### src/rtl/mio_switch_port.sv
// mio_switch_port: MIO bus responder for 16 debounced switches.
// Provides DATA (debounced state), EDGE (sticky change flags, W1C),
// MASK (interrupt enables) and CNT (commit-cycle counter).
// Build option: define MIO_SWPORT_IRQ_EN to include MASK and the irq output;
// without it MASK reads 0 and irq is tied low.
module mio_switch_port #(
  parameter int unsigned DB_CYCLES = 1000000
) (
  input  logic        clk,
  input  logic        rst,
  input  logic [15:0] sw_i,
  input  logic        sel,
  input  logic        mem_w,
  input  logic [1:0]  addr,
  input  logic [31:0] wdata,
  output logic [31:0] rdata,
  output logic        irq
);

  localparam int unsigned NSW   = 16;
  localparam int unsigned CNT_W = $clog2(DB_CYCLES + 1);
  localparam logic [CNT_W-1:0] DB_LAST = CNT_W'(DB_CYCLES - 1);

  localparam logic [1:0] A_DATA = 2'd0;
  localparam logic [1:0] A_EDGE = 2'd1;
  localparam logic [1:0] A_MASK = 2'd2;
  localparam logic [1:0] A_CNT  = 2'd3;

  logic [15:0]      s1_q, s2_q;
  logic [15:0]      stable_q, stable_d;
  logic [CNT_W-1:0] db_cnt_q [NSW];
  logic [CNT_W-1:0] db_cnt_d [NSW];
  logic [15:0]      commit_c;
  logic [15:0]      edge_q, edge_d;
  logic [15:0]      cnt_q, cnt_d;
  logic             wr_c;
  logic             unused_c;

  assign wr_c     = sel & mem_w;
  assign unused_c = ^wdata[31:16];

  // Two-flop synchroniser for the asynchronous switch inputs.
  always_ff @(posedge clk or posedge rst) begin
    if (rst) begin
      s1_q <= '0;
      s2_q <= '0;
    end else begin
      s1_q <= sw_i;
      s2_q <= s1_q;
    end
  end

  // Per-bit mismatch counters; a bit commits on its DB_CYCLES-th consecutive mismatch.
  always_comb begin
    commit_c = '0;
    for (int i = 0; i < int'(NSW); i++) begin
      db_cnt_d[i] = '0;
      if (s2_q[i] != stable_q[i]) begin
        if (db_cnt_q[i] == DB_LAST) begin
          commit_c[i] = 1'b1;
        end else begin
          db_cnt_d[i] = db_cnt_q[i] + CNT_W'(1);
        end
      end
    end
    stable_d = stable_q ^ commit_c;
  end

  // Debounce counters and debounced state.
  always_ff @(posedge clk or posedge rst) begin
    if (rst) begin
      for (int i = 0; i < int'(NSW); i++) db_cnt_q[i] <= '0;
      stable_q <= '0;
    end else begin
      for (int i = 0; i < int'(NSW); i++) db_cnt_q[i] <= db_cnt_d[i];
      stable_q <= stable_d;
    end
  end

  // EDGE: new commits win over a same-cycle W1C; CNT: a write wins over an increment.
  always_comb begin
    edge_d = edge_q;
    cnt_d  = cnt_q;
    if (wr_c && addr == A_EDGE) edge_d = edge_q & ~wdata[15:0];
    edge_d = edge_d | commit_c;
    if (|commit_c) cnt_d = cnt_q + 16'd1;
    if (wr_c && addr == A_CNT) cnt_d = '0;
  end

  // EDGE and CNT registers.
  always_ff @(posedge clk or posedge rst) begin
    if (rst) begin
      edge_q <= '0;
      cnt_q  <= '0;
    end else begin
      edge_q <= edge_d;
      cnt_q  <= cnt_d;
    end
  end

`ifdef MIO_SWPORT_IRQ_EN
  logic [15:0] mask_q;
  logic        irq_q;

  // Interrupt mask register and registered level interrupt.
  always_ff @(posedge clk or posedge rst) begin
    if (rst) begin
      mask_q <= '0;
      irq_q  <= 1'b0;
    end else begin
      if (wr_c && addr == A_MASK) mask_q <= wdata[15:0];
      irq_q <= |(edge_q & mask_q);
    end
  end

  assign irq = irq_q;
`else
  logic [15:0] mask_q;
  assign mask_q = '0;
  assign irq    = 1'b0;
`endif

  // Combinational read mux; unused upper bits read as zero.
  always_comb begin
    rdata = '0;
    case (addr)
      A_DATA:  rdata = {16'd0, stable_q};
      A_EDGE:  rdata = {16'd0, edge_q};
      A_MASK:  rdata = {16'd0, mask_q};
      A_CNT:   rdata = {16'd0, cnt_q};
      default: rdata = '0;
    endcase
  end

endmodule

### config.mk
export PLATFORM = sky130hd
export DESIGN_NAME = mio_switch_port
export DESIGN_NICKNAME = d
export VERILOG_FILES = /design/src/rtl/mio_switch_port.sv
export SDC_FILE = /design/constraint.sdc
export NUM_CORES = 1
export LEC_CHECK = 0
export BUFFER_PORTS_ARGS = -buffer_cell sky130_fd_sc_hd__buf_2
export CORE_MARGIN = 2
export CORE_UTILIZATION = 62
export DETAILED_ROUTE_END_ITERATION = 7
export GPL_ROUTABILITY_DRIVEN = 0
export HOLD_SLACK_MARGIN = 0.15
export PLACE_DENSITY = 0.8
export RECOVER_POWER = 25
export SETUP_SLACK_MARGIN = 0.5
export SLEW_MARGIN = 20
export SYNTH_ARGS = -nofsm -noshare
export SYNTH_HDL_FRONTEND = slang
export SYNTH_SLANG_ARGS = --single-unit
### constraint.sdc
create_clock -name clk -period 13.3 [get_ports clk]
set_input_delay 0.665 -clock clk [delete_from_list [all_inputs] [get_ports clk]]
set_output_delay 0.665 -clock clk [all_outputs]
set_load 0.02 [all_outputs]
==> flow_summary.json, run 1 <==
{
  "status": "complete, but fails checks",
  "violations": "capacitance limit, slew limit",
  "drc_errors": 0,
  "setup_viol": 0,
  "post_cts_buffers": 0,
  "fin_cells": 2363,
  "fp-row-count": 63,
  "start_util_pct": 63.3,
  "syn_inst": 1888,
  "final_area_sq_um": 20800,
  "dp_hpwl_um": 24600,
  "die_area_sq_um": 31800,
  "crit_type": "input port to async pin",
  "ys_seq_elements": 400,
  "clkLatencyLatePin_ns": 0.55,
  "nNetsFinal": 2013,
  "num_io_pins": 87,
  "rsz0062_at_grt": "no",
  "cts_resized": 0,
  "worst_pin_slew_ns": 5.95,
  "setup_ws_ns": 8.51,
  "grt_pass1_vias": 13500,
  "htreeDepth": 2,
  "dp_cells": 2287,
  "core_sq_um": 29800,
  "synth.avg_cell_area_sq_um": 9.99,
  "holdWs_ns": 0.222,
  "skew_ns": 0.0190,
  "cts_root_buf": "clkbuf_16",
  "synth_edf_count": 0,
  "crit_chain": "buf_2 > clkinvlp_2 > buf_12 > buf_4",
  "ys_seq_area_share_pct": 53.1,
  "synth_top_area_cell": "dfrtp_1",
  "viasPerCell": 5.72,
  "required_ns": 13.85,
  "vias": 13500,
  "ant_nets": 0,
  "cts.path.max_buffers": 3,
  "clock_sinks": 400,
  "fin_crit_sh_pct": 36.1,
  "crit_fanout": 140,
  "path_clk_slew_ns": 0.07,
  "cap_violations": 1,
  "slowest_delay_ns": 3.30,
  "grt.overflow.total": 0,
  "die_height_um": 178,
  "synthesis.area_sq_um": 18900,
  "totalWireLength_um": 38100,
  "setup_tns_ns": 0,
  "cp_data_arrival_time_ns": 5.34,
  "drive_gt1_share_pct": 8.41,
  "hold_buffers": 0,
  "cts_tree": "yes",
  "ys_warn_count": 0,
  "postPlaceCellArea_sq_um": 19400,
  "p_leak_nw": 9.18,
  "grt_pass1_wl_um": 64600,
  "cpMaxStageDelayCell": "clkinvlp_2",
  "numCtsBuffers": 42,
  "yosys-top-cells-count": "400 x dfrtp_1, 359 x nor2_1, 178 x xor2_1",
  "peakVddDrop_uv": 124,
  "area_delta_synth_final_pct": 10.4,
  "async_flop_share_pct": 100,
  "ys_top_cells_by_area": "dfrtp_1 53%, xor2_1 8.3%, nor2_1 7.1%",
  "drt_iter0_markers": 969,
  "place_ws_ns": 9.43,
  "p_per_area_nw_per_um2": 124,
  "drt-pass1-iter-count": 5,
  "grt_max_degree": 193,
  "synth_ff_type": "dfrtp_1",
  "relSlewSlack_pct": -299,
  "antenna_cells": 0,
  "grt_antenna_before_repair": 1,
  "finalHoldViolCount": 0,
  "crit_path_end_kind": "async pin",
  "synth_cell_type_count": 60,
  "wl_per_cell_um": 16.1,
  "max_freq_mhz": 209,
  "grtUsageTotal_pct": 24.9,
  "yosys.cell_count.top_type": "dfrtp_1",
  "die_w_um": 178,
  "startpoint_type": "input port",
  "drv_slew": 141,
  "synth_top_area_share_pct": 53.1,
  "period_needed_ns": 4.79,
  "hold_path_class": "input port to flop",
  "numPortBuffers": 53
}
-- final timing paths --
| kind | start | endpoint | slack (ns) | cells after the start |
|---|---|---|---|---|
| worst max-delay path | rst | db_cnt_q[206] | 8.51 | 4 |
| worst min-delay path | sw_i[1] | s1_q[1] | 0.22 | 1 |
| worst max register to register | db_cnt_q[80] | cnt_q[15] | 10.17 | 7 |
| worst min register to register | s1_q[7] | s2_q[7] | 0.34 | 0 |
| max in group clk | addr[0] | cnt_q[15] | 9.86 | 8 |
| min in group asynchronous | rst | s2_q[9] | 1.99 | 2 |
-- metal layers --
layer / wire length, um / share of wire, % / vias to the layer above / global-route usage (%)
li1: - / - / 6481 / -
met1: 16700 / 44 / 6682 / 33.7
met2: 18700 / 49 / 266 / 41.1
met3: 1720 / 4.5 / 95 / 4.45
met4: 993 / 2.6 / 2 / 7.69
met5: 13 / 0.034 / - / 0
-- kinds of logic (layout without fill, tap and decap cells) --
group | count (synthesis) | after routing | synth area share (%)
flops | 400 | 400 | 53.1
simple gates | 939 | 939 | 24.3
mux | 32 | 32 | 1.80
compound gates | 119 | 119 | 4.13
buf+inv | 96 | 165 | 2.34
xor+xnor | 284 | 284 | 13.2
fa+ha+maj | 17 | 17 | 1.13
other cells | 1 | 17 | 0.0199
-- report_power, final --
group | switching (mW) | total (mW) | internal (mW)
clock | 0.473 | 1.17 | 0.701
sequential | 0.0240 | 1.26 | 1.24
combinational | 0.0959 | 0.138 | 0.0424
total | 0.593 | 2.58 | 1.98
-- critical path, delay by kind of cell --
family / cells / cell delay, ns
buf+inv: 4 / 4.52
-- final cells by class --
class / count / area, sq um
Sequential cell: 400 / 10000
Clock buffer: 66 / 1330
Multi-Input combinational cell: 1408 / 8470
Timing Repair Buffer: 58 / 330
Clock inverter: 9 / 72.6
Tap cell: 390 / 488
Inverter: 32 / 126
Fill cell: 2132 / 8970
-- sequential cells by signal, summed over array words and instances (netlist names), named ones only --
signal and flops:
cnt_q 16, db_cnt_q 320, edge_q 16, s1_q 16
s2_q 16
-- cell usage in the layout (no fill, tap or decap), types with 12 or more instances in the layout --
| master | netlist | routed |
|---|---|---|
| nor3_1 | 29 | 29 |
| and3_1 | 62 | 62 |
| nand4_1 | 56 | 56 |
| inv_1 | 30 | 29 |
| and2_1 | 17 | 16 |
| or3_1 | 30 | 30 |
| dfrtp_1 | 400 | 400 |
| clkbuf_1 | 38 | 13 |
| clkbuf_8 | 0 | 12 |
| mux2_2 | 16 | 16 |
| a31oi_1 | 12 | 12 |
| xnor2_1 | 106 | 106 |
| a21oi_1 | 25 | 25 |
| clkbuf_16 | 0 | 45 |
| nor4_1 | 17 | 17 |
| xor2_1 | 178 | 178 |
| mux2i_1 | 16 | 16 |
| and4_1 | 13 | 13 |
| buf_2 | 3 | 49 |
| nor2_1 | 359 | 359 |
| nand2_1 | 165 | 165 |
| conb_1 | 1 | 17 |
| nand3_1 | 120 | 120 |
| nor4b_1 | 18 | 18 |
| o21ai_0 | 42 | 41 |
| ha_1 | 17 | 17 |
-- metrics by stage --
step / util, % / power, mW
2_1_floorplan: - / 1.38
3_3_place_gp: 65.1 / 1.41
3_5_place_dp: 65.1 / 1.42
4_1_cts: 69.8 / 2.60
5_1_grt: 69.9 / 2.68
6_report: 69.9 / 2.58
Power figures use the tool's default switching activity.
==> inputs of run 2 (changes only) <==
--- a/config.mk
+++ b/config.mk
@@ -7,11 +7,11 @@
 export LEC_CHECK = 0
 export BUFFER_PORTS_ARGS = -buffer_cell sky130_fd_sc_hd__buf_2
 export CORE_MARGIN = 2
-export CORE_UTILIZATION = 62
+export CORE_UTILIZATION = 56
 export DETAILED_ROUTE_END_ITERATION = 7
 export GPL_ROUTABILITY_DRIVEN = 0
 export HOLD_SLACK_MARGIN = 0.15
-export PLACE_DENSITY = 0.8
+export PLACE_DENSITY = 0.77
 export RECOVER_POWER = 25
 export SETUP_SLACK_MARGIN = 0.5
 export SLEW_MARGIN = 20
==> constraint.sdc (replaced) <==
create_clock -name clk -period 4.39 [get_ports clk]
set_input_delay 0.2195 -clock clk [delete_from_list [all_inputs] [get_ports clk]]
set_output_delay 0.2195 -clock clk [all_outputs]
set_load 0.02 [all_outputs]
==> flow_summary.json, run 2 (synthesized netlist as in run 1, its figures left out) <==
{
  "peakVddDrop_uv": 305,
  "period_needed_ns": 3.14,
  "largest_register": "db_cnt_q",
  "area_delta_synth_final_pct": 12.8,
  "cts_resized": 0,
  "drc_errors": 0,
  "p_sw_mw": 1.78,
  "clock_sinks": 400,
  "largest_register_ffs": 320,
  "fp-row-count": 67,
  "drv_slew": 420,
  "wl_per_cell_um": 15.0,
  "status": "complete, but fails checks",
  "crit_fanout": 15,
  "crit_path_end_kind": "flop",
  "ff2ff_path_depth": 7,
  "place_ws_ns": 1.40,
  "grt_pass1_vias": 13600,
  "vias": 13500,
  "crit_type": "flop to flop",
  "p_leak_nw": 9.33,
  "die_height_um": 188,
  "skew_ns": 0.0144,
  "path_buf_inv": 0,
  "p_int_mw": 6.18,
  "hold_path_class": "input port to flop",
  "final_cell_mix": "400 x dfrtp_1, 359 x nor2_1, 178 x xor2_1",
  "setup_viol": 0,
  "setup_ws_ns": 1.25,
  "nNetsFinal": 2050,
  "cp_top_family": "simple AND/OR/NAND/NOR gates",
  "rsz0062_at_grt": "no",
  "fin_crit_sh_pct": 71.5,
  "violations": "capacitance limit, slew limit",
  "cts_root_buf": "clkbuf_16",
  "startpoint_type": "flop",
  "cts.path.max_buffers": 3,
  "power_frac_seq_pct": 48.1,
  "drt-pass1-iter-count": 5,
  "crit_chain": "ha_1 > and3_1 > and4b_1 > nor4_1 > nand4_1 > o21ai_4 > o31ai_1",
  "finalHoldViolCount": 0,
  "htreeDepth": 2,
  "holdWs_ns": 0.316,
  "relSlewSlack_pct": -41.0,
  "worst_pin_slew_ns": 2.12,
  "drive_gt1_share_pct": 8.16,
  "grt_max_degree": 158,
  "grtUsageTotal_pct": 21.6,
  "die_area_sq_um": 35200,
  "core_sq_um": 33400,
  "p_total_mw": 7.95,
  "ant_nets": 0,
  "start_util_pct": 56.5,
  "num_io_pins": 87,
  "p_sw_share_pct": 22.4,
  "p_per_area_nw_per_um2": 374,
  "antenna_cells": 0,
  "grt.overflow.total": 0,
  "worstHoldPathCells": 4,
  "numCtsBuffers": 43,
  "grt_pass1_wl_um": 64000,
  "clkLatencyLatePin_ns": 0.53,
  "path_clk_slew_ns": 0.06,
  "cp_num_cells": 7,
  "post_cts_buffers": 0,
  "grt_antenna_before_repair": 0,
  "cp_data_arrival_time_ns": 3.53,
  "cpMaxStageDelayCell": "nor4_1",
  "drt_iter0_markers": 920,
  "cap_violations": 4,
  "totalWireLength_um": 36900,
  "die_w_um": 188,
  "max_freq_mhz": 319,
  "required_ns": 4.78,
  "slowest_delay_ns": 0.75,
  "p_comb_share_pct": 5.5,
  "dp_hpwl_um": 24100,
  "viasPerCell": 5.48,
  "power_frac_clock_pct": 46.5,
  "numPortBuffers": 53,
  "cts_tree": "yes",
  "mostFrequentLayoutCell": "dfrtp_1"
}
==> run 2: cell types whose count changed in the layout (fill, tap and decap cells not counted), sizes merged <==
cell and change:
buf -4, bufinv +3, dlygate4sd3 +34, clkbuf +4
==> run 2: stage by stage <==
step	utilization [%]	area (sq um)	cells	TNS, ns
2_1_floorplan	-	18900	1904	-486.11
3_3_place_gp	58.5	19500	2348	0
3_5_place_dp	58.5	19500	2348	0
4_1_cts	63.9	21300	2458	0
5_1_grt	63.8	21300	2458	0
6_report	63.8	21300	2458	0
==> run 2: power by group through the flow <==
stage	Clock, mW	Sequential (mW)	Combinational, mW
floorplan	0	3.88	0.318
global placement	0	3.88	0.407
detailed placement	0	3.89	0.418
CTS	3.77	3.82	0.446
global route	3.92	3.83	0.490
finish	3.69	3.82	0.434
==> run 2: area by class of cell <==
cell class	count	area, sq um
fillers	2714	12100
repair buffers	94	644
inverters	32	126
multi-input cells	1408	8470
clock inverters	12	166
well taps	448	561
clock buffers	64	1300
flip-flops and latches	400	10000
==> run 2: worst paths after layout <==
path,from,to,slack (ns)
hold / removal,mem_w,cnt_q[1],0.32
setup reg to reg,db_cnt_q[80],cnt_q[12],1.25
hold reg to reg,s1_q[12],s2_q[12],0.35
max in group asynchronous,rst,db_cnt_q[293],1.42
setup / recovery,db_cnt_q[80],cnt_q[12],1.25
min in group asynchronous,rst,db_cnt_q[104],0.69
==> run 2: tightest hold or removal path, cell delays in order <==
cell,delay [ns]
buf_2,0.12
nand3_2,0.25
nand2_1,0.10
o21ai_1,0.10
==> run 2: timing repair <==
item | in CTS | in global routing
setup endpoints to repair | 0 | 0
hold buffers | 34 | 0
endpoints found under the hold margin | 432 | 0
==> run 2: metal layers <==
metal  global-route usage (%)  wire [um]
met5                        0          0
met2                     36.7      17900
met4                     6.45        931
met3                     2.98       1090
met1                     29.0      17000
==> inputs of run 3 (changes only) <==
--- a/config.mk
+++ b/config.mk
@@ -5,13 +5,14 @@
 export SDC_FILE = /design/constraint.sdc
 export NUM_CORES = 1
 export LEC_CHECK = 0
+export ABC_AREA = 1
 export BUFFER_PORTS_ARGS = -buffer_cell sky130_fd_sc_hd__buf_2
 export CORE_MARGIN = 2
 export CORE_UTILIZATION = 56
 export DETAILED_ROUTE_END_ITERATION = 7
 export GPL_ROUTABILITY_DRIVEN = 0
 export HOLD_SLACK_MARGIN = 0.15
-export PLACE_DENSITY = 0.77
+export PLACE_DENSITY = 0.76
 export RECOVER_POWER = 25
 export SETUP_SLACK_MARGIN = 0.5
 export SLEW_MARGIN = 20
==> constraint.sdc (replaced) <==
create_clock -name clk -period 2.6 [get_ports clk]
set_input_delay 0.13 -clock clk [delete_from_list [all_inputs] [get_ports clk]]
set_output_delay 0.13 -clock clk [all_outputs]
set_load 0.02 [all_outputs]
==> flow_summary.json, run 3 <==
{
  "syn_inst": 2480,
  "start_util_pct": 56.5,
  "finalHoldViolCount": 0,
  "worstHoldPathCells": 2,
  "crit_type": "flop to flop",
  "core_sq_um": 36400,
  "p_per_area_nw_per_um2": 583,
  "grt_antenna_before_repair": 1,
  "skew_ns": 0.0161,
  "dp_hpwl_um": 30700,
  "cts_root_buf": "clkbuf_16",
  "final_cell_mix": "455 x nand2_1, 400 x dfrtp_1, 376 x nor2_1",
  "hold_path_end": "s1_q[7]",
  "hold_path_class": "input port to flop",
  "htreeDepth": 2,
  "grt_pass1_wl_um": 75100,
  "period_needed_ns": 2.12,
  "rrSetupSlack_ns": 0.48,
  "clock_sinks": 400,
  "ant_nets": 0,
  "synth.avg_cell_area_sq_um": 8.30,
  "final_util_pct": 63.5,
  "crit_chain": "ha_1 > nand3_1 > nor2_1 > nand3_1 > nand2_1 > inv_1 > o21ai_0 > a21oi_1",
  "crit_top_cell": "nand3_1",
  "muxShareOfSynthArea_pct": 0.656,
  "ff2ff_path_depth": 8,
  "synth_top_area_cell": "dfrtp_1",
  "setup_tns_ns": 0,
  "cp_data_arrival_time_ns": 2.54,
  "totalWireLength_um": 43400,
  "grt_max_degree": 105,
  "startpoint_type": "flop",
  "hp-start": "sw_i[7]",
  "largest_register_ffs": 320,
  "required_ns": 3.02,
  "fp-row-count": 70,
  "synth-xor-area-share_pct": 4.34,
  "synth_edf_count": 0,
  "status": "finished clean",
  "grtUsageTotal_pct": 23.4,
  "numCtsBuffers": 43,
  "synth_ff_type": "dfrtp_1",
  "p_sw_mw": 3.03,
  "drive_gt1_share_pct": 10.6,
  "cts_tree": "yes",
  "async_flop_share_pct": 100,
  "holdWs_ns": 0.228,
  "grt.overflow.total": 0,
  "numPortBuffers": 53,
  "p_sw_share_pct": 22.5,
  "path_clk_slew_ns": 0.06,
  "area_delta_synth_final_pct": 12.3,
  "cap_violations": 0,
  "p_leak_nw": 10.6,
  "cpMaxStageDelayCell": "nand2_1",
  "num_io_pins": 87,
  "grt_pass1_vias": 16400,
  "synth_top_area_share_pct": 48.6,
  "wl_per_cell_um": 14.0,
  "r2r-start": "db_cnt_q[0]",
  "viasPerCell": 5.39,
  "p_int_mw": 10.4,
  "crit_path_start": "db_cnt_q[0]",
  "die_height_um": 196,
  "worst_pin_slew_ns": 0.845,
  "rsz0062_at_grt": "yes",
  "vias": 16700,
  "nNetsFinal": 2675,
  "p_comb_share_pct": 5.5,
  "die_area_sq_um": 38300,
  "cts.path.max_buffers": 3,
  "fin_crit_sh_pct": 81.6,
  "drt-pass1-iter-count": 6,
  "yosys-top-cells-count": "456 x nand2_1, 400 x dfrtp_1, 371 x nor2_1",
  "peakVddDrop_uv": 520,
  "yosys.cell_count.top_type": "nand2_1",
  "synth_cell_type_count": 55,
  "largest_register": "db_cnt_q",
  "reg2reg_to": "db_cnt_q[7]",
  "antenna_cells": 0,
  "ys_warn_count": 0,
  "final_area_sq_um": 23100,
  "crit_fanout": 10,
  "relSlewSlack_pct": 43.3,
  "synthSimpleGateAreaFrac_pct": 30.0,
  "drc_errors": 0,
  "slowest_delay_ns": 0.38,
  "crit_path_end_kind": "flop",
  "ys_seq_area_share_pct": 48.6,
  "die_w_um": 196,
  "synthesis.area_sq_um": 20600,
  "drv_slew": 0,
  "ys_top_cells_by_area": "dfrtp_1 49%, nand2_1 8.3%, nor2_1 6.8%",
  "mostFrequentLayoutCell": "nand2_1",
  "ys_seq_elements": 400,
  "synth-compound-area-share_pct": 8.02,
  "clkLatencyLatePin_ns": 0.55,
  "drt_iter0_markers": 1134,
  "synthAdderAreaFrac_pct": 1.03,
  "synth_top_family_by_area": "simple AND/OR/NAND/NOR gates",
  "max_freq_mhz": 471,
  "postPlaceCellArea_sq_um": 21400,
  "setup_viol": 0,
  "power_frac_seq_pct": 48.1,
  "power_frac_clock_pct": 46.4
}
run 3: kinds of logic after synthesis:
logic type	count (synthesis)
flip-flops	400
adder cells (fa/ha/maj)	17
buffers and inverters	366
multiplexers	12
other	1
AO/OA/AOI/OAI	289
AND/OR/NAND/NOR	1293
XOR/XNOR	102
run 3: worst max path at each step:
stage	to	slack [ns]	cells past startpoint
final	db_cnt_q[7]	0.48	8
after global routing	db_cnt_q[11]	0.25	8
after CTS	cnt_q[14]	0.62	10
after detailed placement	cnt_q[14]	0.64	10
after global placement	cnt_q[14]	0.65	10
after floorplan	async pin	-2.92	1
run 3: cell type report:
class	count	area [sq um]
repair buffers	103	803
inverters	326	1230
multi-input cells	1730	9030
well taps	468	586
flip-flops and latches	400	10000
fillers	3037	13300
clock buffers	65	1290
clock inverters	12	166
run 3: timing repair:
action | 4_1_cts | 5_1_grt
resized for setup | 0 | 4
setup buffers | 0 | 0
hold endpoints to repair | 309 | 0
setup endpoints to repair | 0 | 14
hold buffers | 38 | 0
run 3: per-stage QoR:
| stage | instances | total power, mW | worst slack, ns |
|---|---|---|---|
| floorplan | 2496 | 7.09 | -2.92 |
| global placement | 2989 | 7.28 | 0.654 |
| detailed placement | 2989 | 7.31 | 0.638 |
| CTS | 3104 | 13.6 | 0.619 |
| global route | 3104 | 14.0 | 0.249 |
| finish | 3104 | 13.5 | 0.479 |
run 3: power by group through the flow:
stage	clock, mW	combinational [mW]	sequential (mW)
3_5_place_dp	0	0.714	6.60
6_report	6.25	0.746	6.48
2_1_floorplan	0	0.514	6.57
4_1_cts	6.40	0.759	6.48
5_1_grt	6.67	0.852	6.50
3_3_place_gp	0	0.693	6.59
run 3: per-layer routing:
layer  up-vias  GRT usage (%)  wire (um)
li1       8266              -          -
met1      7984           31.4      19400
met2       400           39.1      20700
met3        78           3.58       2130
met4         2           7.97       1110
met5         -              0         16
run 3: critical path: cells and delay by family (launching register included):
| kind | cells | cell delay, ns |
|---|---|---|
| AND/OR/NAND/NOR | 4 | 1.02 |
| flip-flops | 1 | 0.37 |
| buffers and inverters | 1 | 0.23 |
| adder cells (fa/ha/maj) | 1 | 0.19 |
| AO/OA/AOI/OAI | 2 | 0.18 |
